File: src/rtl/fifo_stream_pkg.sv
// Shared types and defaults for the FIFO read-side stream adapter.
package fifo_stream_pkg;

  localparam int DEF_DATA_WIDTH = 8;
  localparam int DEF_PKT_LEN    = 4;

  // Number of valid words held in the 2-entry output buffer.
  typedef enum logic [1:0] {
    OCC_EMPTY = 2'd0,
    OCC_ONE   = 2'd1,
    OCC_TWO   = 2'd2
  } occ_e;

endpackage

File: src/rtl/fifo_skid_buf.sv
// Two-entry FIFO-ordered output buffer with its occupancy FSM.
// The head entry is always the word being presented downstream.
module fifo_skid_buf
  import fifo_stream_pkg::*;
#(
  parameter int DATA_WIDTH = DEF_DATA_WIDTH
) (
  input  logic                  clk_i,
  input  logic                  rst_i,
  input  logic                  push_i,
  input  logic [DATA_WIDTH-1:0] data_i,
  input  logic                  pop_i,
  output logic                  valid_o,
  output logic [DATA_WIDTH-1:0] data_o,
  output occ_e                  occ_o
);

  occ_e                  occ_q, occ_d;
  logic [DATA_WIDTH-1:0] head_q, head_d;
  logic [DATA_WIDTH-1:0] tail_q, tail_d;

  // State and storage registers; storage is cleared so the stream data reads 0 out of reset.
  always_ff @(posedge clk_i) begin
    if (rst_i) begin
      occ_q  <= OCC_EMPTY;
      head_q <= '0;
      tail_q <= '0;
    end else begin
      occ_q  <= occ_d;
      head_q <= head_d;
      tail_q <= tail_d;
    end
  end

  // Occupancy transitions and entry movement for push/pop combinations.
  always_comb begin
    occ_d  = occ_q;
    head_d = head_q;
    tail_d = tail_q;
    unique case (occ_q)
      OCC_EMPTY: begin
        if (push_i) begin
          head_d = data_i;
          occ_d  = OCC_ONE;
        end
      end
      OCC_ONE: begin
        case ({push_i, pop_i})
          2'b10: begin
            tail_d = data_i;
            occ_d  = OCC_TWO;
          end
          // Head leaves and the arriving word goes straight into the head slot.
          2'b11: head_d = data_i;
          2'b01: occ_d  = OCC_EMPTY;
          default: ;
        endcase
      end
      OCC_TWO: begin
        // push without pop is prevented upstream by the read-enable throttle.
        if (pop_i) begin
          head_d = tail_q;
          if (push_i) tail_d = data_i;
          else        occ_d  = OCC_ONE;
        end
      end
      default: occ_d = OCC_EMPTY;
    endcase
  end

  assign valid_o = (occ_q != OCC_EMPTY);
  assign data_o  = head_q;
  assign occ_o   = occ_q;

endmodule

File: src/rtl/fifo_rd_stream.sv
// Read-side adapter for the async FIFO: pops words, hides the 1-cycle read
// latency behind a 2-entry buffer and presents a valid/ready packet stream.
module fifo_rd_stream
  import fifo_stream_pkg::*;
#(
  parameter int DATA_WIDTH = DEF_DATA_WIDTH,
  parameter int PKT_LEN    = DEF_PKT_LEN
) (
  input  logic                       rclk,
  input  logic                       rrst,
  input  logic                       fifo_empty,
  input  logic [DATA_WIDTH-1:0]      fifo_data,
  output logic                       fifo_r_en,
  output logic                       m_valid,
  input  logic                       m_ready,
  output logic [DATA_WIDTH-1:0]      m_data,
  output logic                       m_last,
  output logic [$clog2(PKT_LEN):0]   beat_idx
);

  localparam int                BEAT_W    = $clog2(PKT_LEN) + 1;
  localparam logic [BEAT_W-1:0] LAST_BEAT = BEAT_W'(PKT_LEN - 1);

  logic              infl_q, infl_d;
  logic [BEAT_W-1:0] beat_q, beat_d;
  logic              pop;
  logic [2:0]        level;
  occ_e              occ;

  assign pop = m_valid && m_ready;

  // Words held plus the word arriving this cycle; read only when the result
  // after this cycle's pop still leaves room for the word being requested now.
  assign level     = {1'b0, occ} + {2'b00, infl_q};
  assign fifo_r_en = !rrst && !fifo_empty && (level <= (3'd1 + {2'b00, pop}));
  assign infl_d    = fifo_r_en && !fifo_empty;

  // Beat index advances on each accepted word and wraps at the packet end.
  always_comb begin
    beat_d = beat_q;
    if (pop) beat_d = (beat_q == LAST_BEAT) ? '0 : beat_q + 1'b1;
  end

  // In-flight flag and beat counter; reset discards any word already requested.
  always_ff @(posedge rclk) begin
    if (rrst) begin
      infl_q <= 1'b0;
      beat_q <= '0;
    end else begin
      infl_q <= infl_d;
      beat_q <= beat_d;
    end
  end

  fifo_skid_buf #(
    .DATA_WIDTH (DATA_WIDTH)
  ) u_buf (
    .clk_i   (rclk),
    .rst_i   (rrst),
    .push_i  (infl_q),
    .data_i  (fifo_data),
    .pop_i   (pop),
    .valid_o (m_valid),
    .data_o  (m_data),
    .occ_o   (occ)
  );

  assign m_last   = m_valid && (beat_q == LAST_BEAT);
  assign beat_idx = beat_q;

endmodule

File: config.mk
export PLATFORM = sky130hd
export DESIGN_NAME = fifo_rd_stream
export DESIGN_NICKNAME = d
export VERILOG_FILES = /design/src/rtl/fifo_stream_pkg.sv /design/src/rtl/fifo_skid_buf.sv /design/src/rtl/fifo_rd_stream.sv
export SDC_FILE = /design/constraint.sdc
export NUM_CORES = 1
export LEC_CHECK = 0
export CAP_MARGIN = 20
export CELL_PAD_IN_SITES_DETAIL_PLACEMENT = 1
export CELL_PAD_IN_SITES_GLOBAL_PLACEMENT = 1
export CORE_AREA = 2 2 58 60
export CTS_CLUSTER_DIAMETER = 150
export DETAILED_ROUTE_END_ITERATION = 7
export DIE_AREA = 0 0 60 62
export HOLD_SLACK_MARGIN = 0.15
export PLACE_DENSITY_LB_ADDON = 0.1
export SYNTH_ARGS = -nofsm -noshare
export SYNTH_HDL_FRONTEND = slang
export SYNTH_HIERARCHICAL = 1
export SYNTH_SLANG_ARGS = --single-unit
File: constraint.sdc
create_clock -name rclk -period 4.7 [get_ports rclk]
set_input_delay 1.41 -clock rclk [delete_from_list [all_inputs] [get_ports rclk]]
set_output_delay 1.41 -clock rclk [all_outputs]
set_load 0.05 [all_outputs]
==> reports/results.ini <==
[final_layout]
fillers = 365
multiInputGateArea_um2 = 681
drive_above_1_share_pct = 10.6
antenna_cells = 0
syn2layout_area_growth_pct = 32.4
nets = 172
final_core_util_pct = 48.9
register_area_um2 = 440

[synthesis]
ys.flop_type = dfxtp_1
ys_seq_elements = 22
synth-edff-count = 0
synth_area_um2 = 1170
synth_area_leaders = dfxtp_1, a211oi_1, mux2i_1
yosys.area.top_type = dfxtp_1
synth.most_common_cell = dfxtp_1
synth_fp_nets = 145
synth.top_cells.by_count = dfxtp_1, a211oi_1, a21oi_1, nand3_1, mux2i_1
synth_cells = 125
syn_area_per_cell_um2 = 9.39
yosysSeqAreaShare_pct = 37.5
async_flop_share_pct = 0
ys_warn_count = 6
synth_top_cell_area_share_pct = 37.5
synthDistinctLibCells = 31

[place]
gp_congestion = 0.659
io_buffer_count = 25
dp_hpwl_mm = 2.11

[timing]
rsz0062_at_grt = false
fin_skew_ps = 14.1
hold_viol = 0
timing.hold.ws_ps = 472
drv_slew = 0
post-route-period-util_pct = 96.3
setup-violations-final = 0
relSlewSlack_pct = 60.6
tightestPinTransition_ps = 591
timing.fmax_mhz = 221
post-route-min-period_ps = 4530

[setup_path]
cp.arrival_ps = 3120
cp-start-kind = input pin
crit_type = in -> out
critPathRequiredTime_ps = 3290
crit_fanout = 2
endpoint_kind = output pin

[clocking]
cts_root_buffer = clkbuf_4
clock_sinks = 22
h-tree-depth = 1
clk_pin_slew_ps = 110
cts_buffers = 3
cts_tree = done
clockBufferDepth = 2
clk_latency_ps = 310

[power]
power_frac_seq_pct = 37.8
pwr-share-clk_pct = 24.3
p_leak_nw = 0.616
swShare_pct = 34.7
p_int_mw = 0.386
combPwrFrac_pct = 37.9
switchingPower_mw = 0.205
ir_worst_vdd_mv = 0.213
power_density_nw_per_um2 = 380

[routing]
first_pass_iters = 4
vias = 1036
remaining_drc_errors = 0
drt-initial-drc-count = 21
wl_per_cell_um = 15.2
viasPerCell = 5.26
routed_wl_mm = 3.00
drtAntennaViolNets = 0

[global_routing]
grt_pass1_vias = 1000
antenna_found_initial = 0
grt_max_degree = 24
grt_pass1_wl_mm = 5.06
globalRouteOverflowTotal = 0
grtUsageTotal_pct = 18.3

[floorplanning]
rows = 21
io_pins = 26
dieArea_um2 = 3720
core_um2 = 3180
start_util_pct = 36.9
die_height_um = 62
die_w_um = 60

[run_status]
status = finished, final reports clean

[min_path]
hold_path_class = reg -> reg

[flow_run]
drv_cap = 0

[flip-flops by register name (all words and copies together), names as in the netlist]
name / flops
u_buf/occ_o: 2
infl_q: 1
beat_idx: 3
u_buf/tail_q: 8
u_buf/data_o: 8
[worst paths after layout]
| check | startpoint | endpoint | slack, ps | depth (start not counted) |
|---|---|---|---|---|
| hold reg to reg | u_buf/tail_q[6] | u_buf/tail_q[6] | 470 | 2 |
| setup reg to reg | u_buf/occ_o[1] | u_buf/data_o[7] | 2510 | 8 |
| hold / removal | u_buf/tail_q[6] | u_buf/tail_q[6] | 470 | 2 |
| setup / recovery | m_ready | fifo_r_en | 170 | 7 |
[cell type report]
class | instances | share of cell area [%]
Multi-Input combinational cell | 88 | 43.8
Inverter | 7 | 1.69
Clock inverter | 1 | 1.93
Clock buffer | 3 | 1.45
Sequential cell | 22 | 28.3
Tap cell | 46 | 3.70
Timing Repair Buffer | 30 | 19.1
[per-stage QoR]
step | area (um2) | power, mW | TNS (ps) | cells | setup slack (ps)
floorplan | 1180 | 0.370 | 0 | 125 | 34.9
global placement | 1490 | 0.432 | -48.2 | 192 | -48.2
detailed placement | 1490 | 0.441 | -116 | 192 | -116
CTS | 1550 | 0.598 | 0 | 197 | 161
global route | 1550 | 0.623 | 0 | 197 | 133
finish | 1550 | 0.590 | 0 | 197 | 172
[worst max-delay path, stage by stage]
cell and delay [ps]:
dlygate4sd2_1 240, nand2_1 90, inv_2 50, fa_1 460, or3b_4 440, a211oi_4 250, buf_12 170
[cells by family (layout without fill, tap and decap cells)]
logic type | count (synthesis) | in the layout | synth area share (%)
AOI/OAI and AO/OA | 42 | 42 | 23.7
adders and majority gates | 8 | 8 | 9.17
buffers and inverters | 15 | 41 | 5.76
DFF | 22 | 22 | 37.5
muxes | 10 | 10 | 8.96
and+or+nand+nor | 28 | 28 | 14.9
[per-layer routing]
layer  GRT usage [%]  share of wire, %
met1            25.4                47
met2            29.8                49
met3            3.73               3.1
met4            3.81              0.57
met5               0                 0
[power by group through the flow]
stage / registers [mW] / logic (mW) / clock network [mW]
final: 0.223 / 0.224 / 0.144
after global routing: 0.227 / 0.241 / 0.155
after CTS: 0.223 / 0.224 / 0.150
after detailed placement: 0.228 / 0.214 / 0
after global placement: 0.226 / 0.206 / 0
after floorplan: 0.266 / 0.103 / 0
[timing repair]
item / 4_1_cts / 5_1_grt
hold buffers: 0 / 0
buffers inserted: 1 / 0
setup endpoints to repair: 1 / 0
resized for setup: 4 / 0
[cell usage in the layout (no fill, tap or decap)]
cell,count
a21bo_2,1
nand2b_1,5
fa_1,1
a211oi_1,17
mux2_4,1
a21oi_1,11
and2_1,1
a21o_4,1
and3b_1,2
nand3_1,10
bufinv_16,1
clkdlybuf4s50_1,23
nor2_1,2
or2_1,1
clkbuf_4,3
ha_1,7
buf_4,5
o21ai_1,8
nand2_1,1
mux2i_1,9
inv_1,6
nor2b_1,1
nand3b_1,1
and4b_1,1
inv_2,1
buf_12,1
o22ai_1,1
dfxtp_1,22
dlygate4sd2_1,1
o22a_1,1
or3b_4,1
nand4b_1,1
a211oi_4,1
o31ai_1,1
nand4bb_1,1
Note: power is estimated with default switching activity, not from simulation.
